## src/rtl/calc_pkg.sv

```systemverilog
// Shared definitions for the calculator control unit: operator codes, FSM states,
// and the decimal digit accumulation helper.
package calc_pkg;

  localparam logic [2:0] OP_ADD   = 3'd0;
  localparam logic [2:0] OP_SUB   = 3'd1;
  localparam logic [2:0] OP_MUL   = 3'd2;
  localparam logic [2:0] OP_DIV   = 3'd3;
  localparam logic [2:0] OP_MOD   = 3'd4;
  localparam logic [2:0] OP_CLEAR = 3'd5;

  localparam int MAX_DIGITS_DEF = 3;

  typedef enum logic [1:0] {
    ENTER_A = 2'd0,
    ENTER_B = 2'd1,
    RESULT  = 2'd2
  } state_t;

  // Appends one decimal digit, wrapping modulo 256.
  function automatic logic [7:0] acc_digit(input logic [7:0] cur, input logic [3:0] d);
    logic [15:0] t;
    t = (16'(cur) * 16'd10) + 16'(d);
    return t[7:0];
  endfunction

endpackage

```

## src/rtl/cu_if.sv

```systemverilog
// Keypad-to-control-unit bus: key codes and levels in, display value and digit count out.
interface cu_if;
  logic [3:0] num;
  logic       numPressed;
  logic [2:0] opt;
  logic       optPressed;
  logic       submit;
  logic [7:0] byteNum;
  logic [1:0] nTimes;

  modport master (
    output num, numPressed, opt, optPressed, submit,
    input  byteNum, nTimes
  );

  modport slave (
    input  num, numPressed, opt, optPressed, submit,
    output byteNum, nTimes
  );
endinterface

```

## src/rtl/cu_alu.sv

```systemverilog
// Combinational 8-bit unsigned ALU; division by zero yields 255, modulo by zero yields A.
module cu_alu
  import calc_pkg::*;
(
  input  logic [7:0] a_i,
  input  logic [7:0] b_i,
  input  logic [2:0] op_i,
  output logic [7:0] res_o
);

  logic [15:0] prod;
  assign prod = 16'(a_i) * 16'(b_i);

  always_comb begin
    res_o = a_i + b_i;
    case (op_i)
      OP_ADD:  res_o = a_i + b_i;
      OP_SUB:  res_o = a_i - b_i;
      OP_MUL:  res_o = prod[7:0];
      OP_DIV:  res_o = (b_i == 8'd0) ? 8'hFF : (a_i / b_i);
      OP_MOD:  res_o = (b_i == 8'd0) ? a_i : (a_i % b_i);
      default: res_o = a_i + b_i;
    endcase
  end

endmodule

```

## src/rtl/cu.sv

```systemverilog
// Calculator control unit: key edge detection, operand digit entry, operator latching
// and evaluation FSM (ENTER_A -> ENTER_B -> RESULT).
module cu
  import calc_pkg::*;
#(
  parameter int MAX_DIGITS = MAX_DIGITS_DEF
) (
  input  logic clk,
  input  logic reset,
  cu_if.slave  bus
);

  state_t     state_q;
  logic [7:0] a_q, b_q, byte_q;
  logic [2:0] op_q;
  logic [1:0] ntimes_q;
  logic       num_prev_q, opt_prev_q, sub_prev_q;

  logic       num_press, opt_press, sub_press, digit_ok, room_ok;
  logic [7:0] cur_d, alu_res;

  assign num_press = bus.numPressed & ~num_prev_q;
  assign opt_press = bus.optPressed & ~opt_prev_q;
  assign sub_press = bus.submit     & ~sub_prev_q;
  assign digit_ok  = (bus.num <= 4'd9);
  assign room_ok   = (32'(ntimes_q) < MAX_DIGITS);
  assign cur_d     = acc_digit((state_q == ENTER_B) ? b_q : a_q, bus.num);

  cu_alu u_alu (
    .a_i  (a_q),
    .b_i  (b_q),
    .op_i (op_q),
    .res_o(alu_res)
  );

  always_ff @(posedge clk or negedge reset) begin
    if (!reset) begin
      state_q    <= ENTER_A;
      a_q        <= 8'd0;
      b_q        <= 8'd0;
      op_q       <= OP_ADD;
      byte_q     <= 8'd0;
      ntimes_q   <= 2'd0;
      // Treat keys as already held so one held through reset is not seen as a press.
      num_prev_q <= 1'b1;
      opt_prev_q <= 1'b1;
      sub_prev_q <= 1'b1;
    end else begin
      num_prev_q <= bus.numPressed;
      opt_prev_q <= bus.optPressed;
      sub_prev_q <= bus.submit;

      if (sub_press) begin
        if (state_q == ENTER_B && ntimes_q != 2'd0) begin
          a_q      <= alu_res;
          byte_q   <= alu_res;
          ntimes_q <= 2'd0;
          state_q  <= RESULT;
        end
      end else if (opt_press) begin
        if (bus.opt >= OP_CLEAR) begin
          state_q  <= ENTER_A;
          a_q      <= 8'd0;
          b_q      <= 8'd0;
          op_q     <= OP_ADD;
          byte_q   <= 8'd0;
          ntimes_q <= 2'd0;
        end else begin
          op_q     <= bus.opt;
          b_q      <= 8'd0;
          ntimes_q <= 2'd0;
          state_q  <= ENTER_B;
          // In ENTER_B a pending operand chains into A before the new operator.
          if (state_q == ENTER_B && ntimes_q != 2'd0) begin
            a_q    <= alu_res;
            byte_q <= alu_res;
          end else begin
            byte_q <= a_q;
          end
        end
      end else if (num_press && digit_ok) begin
        case (state_q)
          ENTER_A: if (room_ok) begin
            a_q      <= cur_d;
            byte_q   <= cur_d;
            ntimes_q <= ntimes_q + 2'd1;
          end
          ENTER_B: if (room_ok) begin
            b_q      <= cur_d;
            byte_q   <= cur_d;
            ntimes_q <= ntimes_q + 2'd1;
          end
          RESULT: begin
            a_q      <= {4'd0, bus.num};
            byte_q   <= {4'd0, bus.num};
            ntimes_q <= 2'd1;
            state_q  <= ENTER_A;
          end
          default: state_q <= ENTER_A;
        endcase
      end

      if (!(state_q inside {ENTER_A, ENTER_B, RESULT})) state_q <= ENTER_A;
    end
  end

  assign bus.byteNum = byte_q;
  assign bus.nTimes  = ntimes_q;

endmodule

```

## src/flat_wrapper.sv

```systemverilog
// flat-port wrapper written by rule: the top's interface ports become plain ports
module cu_flat import calc_pkg::*;
#(
  parameter int MAX_DIGITS = MAX_DIGITS_DEF
)
  (clk, reset, bus_num, bus_numPressed, bus_opt, bus_optPressed, bus_submit, bus_byteNum, bus_nTimes);
  cu_if bus_i ();
  input  logic clk;
  input  logic reset;
  input wire logic [$bits(bus_i.num)-1:0] bus_num;
  input wire logic [$bits(bus_i.numPressed)-1:0] bus_numPressed;
  input wire logic [$bits(bus_i.opt)-1:0] bus_opt;
  input wire logic [$bits(bus_i.optPressed)-1:0] bus_optPressed;
  input wire logic [$bits(bus_i.submit)-1:0] bus_submit;
  output wire logic [$bits(bus_i.byteNum)-1:0] bus_byteNum;
  output wire logic [$bits(bus_i.nTimes)-1:0] bus_nTimes;
  assign bus_i.num = bus_num;
  assign bus_i.numPressed = bus_numPressed;
  assign bus_i.opt = bus_opt;
  assign bus_i.optPressed = bus_optPressed;
  assign bus_i.submit = bus_submit;
  assign bus_byteNum = bus_i.byteNum;
  assign bus_nTimes = bus_i.nTimes;
  cu #(.MAX_DIGITS(MAX_DIGITS)) u_core (.clk(clk), .reset(reset), .bus(bus_i));
endmodule
```

## config.mk

```make
export PLATFORM = sky130hd
export DESIGN_NAME = cu_flat
export DESIGN_NICKNAME = d
export VERILOG_FILES = /design/src/rtl/calc_pkg.sv /design/src/rtl/cu_if.sv /design/src/rtl/cu_alu.sv /design/src/rtl/cu.sv /design/src/flat_wrapper.sv
export SDC_FILE = /design/constraint.sdc
export NUM_CORES = 1
export LEC_CHECK = 0
export ABC_AREA = 1
export CAP_MARGIN = 20
export CORE_MARGIN = 10
export CORE_UTILIZATION = 50
export CTS_CLUSTER_DIAMETER = 100
export DETAILED_ROUTE_END_ITERATION = 6
export PLACE_DENSITY = 0.67
export SLEW_MARGIN = 20
export SYNTH_ARGS = -nofsm -noshare
export SYNTH_HDL_FRONTEND = slang
export SYNTH_SLANG_ARGS = --single-unit
```

## constraint.sdc

```tcl
create_clock -name clk -period 26.1 [get_ports clk]
set_clock_uncertainty 0.05 [all_clocks]
set_input_delay 6.525 -clock clk [delete_from_list [all_inputs] [get_ports clk]]
set_output_delay 6.525 -clock clk [all_outputs]
set_load 0.03 [all_outputs]
```

==> results.cfg <==
[setup_path]
worst_path_max_delay_cell = dfrtp_1
path_max_fanout = 12
startpoint = u_core.b_q[0]$_DFFE_PN0P_
required_ns = 26.22
critical_path_class = reg -> reg
cp.arrival_ns = 10.57
r2r_start = u_core.b_q[0]$_DFFE_PN0P_
cpLargestDelayFamily = simple AND/OR/NAND/NOR gates
worstSetupEndpointType = register
cp-start-kind = register
critPathMaxStageDelay_ns = 0.59
worst_path_most_repeated_cell = nand2_1
path_buf_inv = 13

[clocking]
cts_buffers = 5
cts-resized-gates = 0
cts_hold_buf = 0
cts_htree_levels = 2
cts_tree = built
post_cts_buffers = 0
clock_latency_ns = 0.28
clockRootBuffer = clkbuf_16
cts_buffer_depth = 2
path_clk_slew_ns = 0.06
cts_sinks = 34

[route]
wl_per_cell_um = 15.12
drtIter0Drc = 376
firstDrtPassIters = 7
route.detailed.drc = 0
vias = 5658
final_antenna_net_count = 0
vias_per_cell = 5.323
route.final.wire_length_um = 16070

[timing]
fmaxAchievable_mhz = 95.68
setup_viol = 0
worst_pin_slew_ns = 1.070
final.min_clock_period_ns = 10.45
final.period_utilization_pct = 40.05
finalMaxSlewViolations = 0
fin_tns_setup_ns = 0
rsz0062_at_grt = false
max-slew-margin-rel_pct = 28.51
hold_viol = 0

[floorplanning]
ios = 22
initial_core_util_pct = 51.91
core-area_um2 = 11560
dieArea_um2 = 16790
rows = 39
die_w_um = 129.6
die_h_um = 129.6

[run]
cap_violations = 0

[synth]
post-synth-top-area-cell = ha_1
synth_most_common_cell = nand2_1
synth_top_area_share_pct = 15.84
synth_edf_count = 0
synth_seq_area_share_pct = 14.24
synth_nets = 1015
yosysUniqueCellTypes = 53
synth_area_leaders = ha_1 (16%), nand2_1 (14%), dfrtp_1 (13%)
synth_common_cells = nand2_1 (227), inv_1 (146), ha_1 (76)
syn_inst = 911
ys_ff_latch = 34
netlist_area_um2 = 6003
ys_dominant_reg_cell = dfrtp_1
synthArstFlopShare_pct = 100.0
yosysWarnings = 0
syn_avg_cell_area_um2 = 6.590

[global_route]
grt_max_degree = 35
grt_pass1_vias = 5238
grt_pass1_wl_um = 26470
overflow = 0
track_usage_pct = 19.49
antenna_found_initial = 0

[layout]
final_util_pct = 55.72
drive_above_1_share_pct = 10.43
finalNonFillerCells = 1063
area.growth.synth_to_final_pct = 7.336
antenna_cells = 0
seqCellArea_um2 = 854.6
num-nets-final = 1023
fillCellCount = 1137
multiInputGateArea_um2 = 4418

[worst_hold_path]
hold_start = u_core.bus.byteNum[2]$_DFFE_PN0P_
min_path_type = reg -> reg

[placement]
port_buffers = 21
dp_cells = 1055
finalWeightedCongestion = 0.9268
dp_hpwl_um = 12720

[run_status]
status = finished clean
## per-layer routing
| layer | up-vias | global-route usage [%] | part of all wire (%) |
|---|---|---|---|
| met5 | - | 0 | 0 |
| met4 | 0 | 3.307 | 1.3 |
| met3 | 20 | 3.059 | 6.5 |
| met2 | 153 | 31.27 | 44 |
| met1 | 2556 | 27.29 | 48 |
| li1 | 2929 | - | - |
## state kept, by name, indices dropped and copies added (netlist names)
register            flops
u_core.a_q              8
u_core.b_q              8
u_core.bus.byteNum      8
u_core.op_q             3
u_core.bus.nTimes       2
u_core.state_q          2
u_core.num_prev_q       1
u_core.opt_prev_q       1
u_core.sub_prev_q       1
## worst register-to-register path: cells and delay by family, from the launching register on
| kind | cells | cell delay (ns) |
|---|---|---|
| buffers and inverters | 13 | 1.21 |
| AO/OA/AOI/OAI | 12 | 1.89 |
| AND/OR/NAND/NOR | 39 | 3.98 |
| adder cells (fa/ha/maj) | 8 | 2.50 |
| flip-flops | 1 | 0.59 |
| XOR/XNOR | 1 | 0.13 |
## per-stage QoR
step                      hold slack [ns]  worst slack [ns]  cell area [um2]
after CTS                          0.4603             15.71             6437
after global placement             0.4409             15.95             6286
after global routing               0.5094             14.54             6444
after floorplan                    0.5095             17.09             6003
final                              0.4565             15.65             6444
after detailed placement           0.4460             15.73             6286
## layout make-up
cell class	count	share of cell area [%]
multi-input combinational	691	68.56
timing repair buffer	23	3.417
inverter	164	9.631
sequential	34	13.26
clock inverter	2	0.1942
clock buffer	6	2.155
tap	143	2.777
## worst paths after layout
check,endpoint,slack [ns],cells after the start
hold / removal,u_core.bus.byteNum[2]$_DFFE_PN0P_,0.46,2
hold reg to reg,u_core.bus.byteNum[2]$_DFFE_PN0P_,0.46,2
setup / recovery,u_core.bus.byteNum[6]$_DFFE_PN0P_,15.65,73
min in group asynchronous,u_core.a_q[7]$_DFFE_PN0P_,6.27,1
max in group asynchronous,u_core.b_q[2]$_DFFE_PN0P_,19.23,1
setup reg to reg,u_core.bus.byteNum[6]$_DFFE_PN0P_,15.65,73
## kinds of logic (layout without fill, tap and decap cells)
kind of cell	count (synthesis)	in the layout	share of synthesized area [%]
adders and majority gates	92	92	21.18
AOI/OAI and AO/OA	136	136	13.38
xor gates and xnor gates	47	47	7.107
buffers and inverters	186	195	12.36
and+or+nand+nor	416	416	31.74
DFF	34	34	14.24
## cells in the final DEF, fill, tap and decap left out, drive strengths merged, types with 4 or more instances in the layout
master / netlist / layout
a21oi: 41 / 41
and2: 4 / 4
clkbuf: 7 / 6
clkdlybuf4s50: 0 / 20
dfrtp: 31 / 31
fa: 16 / 16
ha: 76 / 76
inv: 162 / 162
nand2: 238 / 238
nand3: 60 / 60
nand4: 11 / 11
nor2: 74 / 74
nor3: 8 / 8
o211ai: 5 / 5
o21ai: 66 / 66
o21bai: 5 / 5
o22ai: 6 / 6
or2: 14 / 14
xnor2: 20 / 20
xor2: 27 / 27
Power is left out: the tool's default activity adds up to more than one toggle a clock period on the data nets, which glitch-free logic cannot reach.
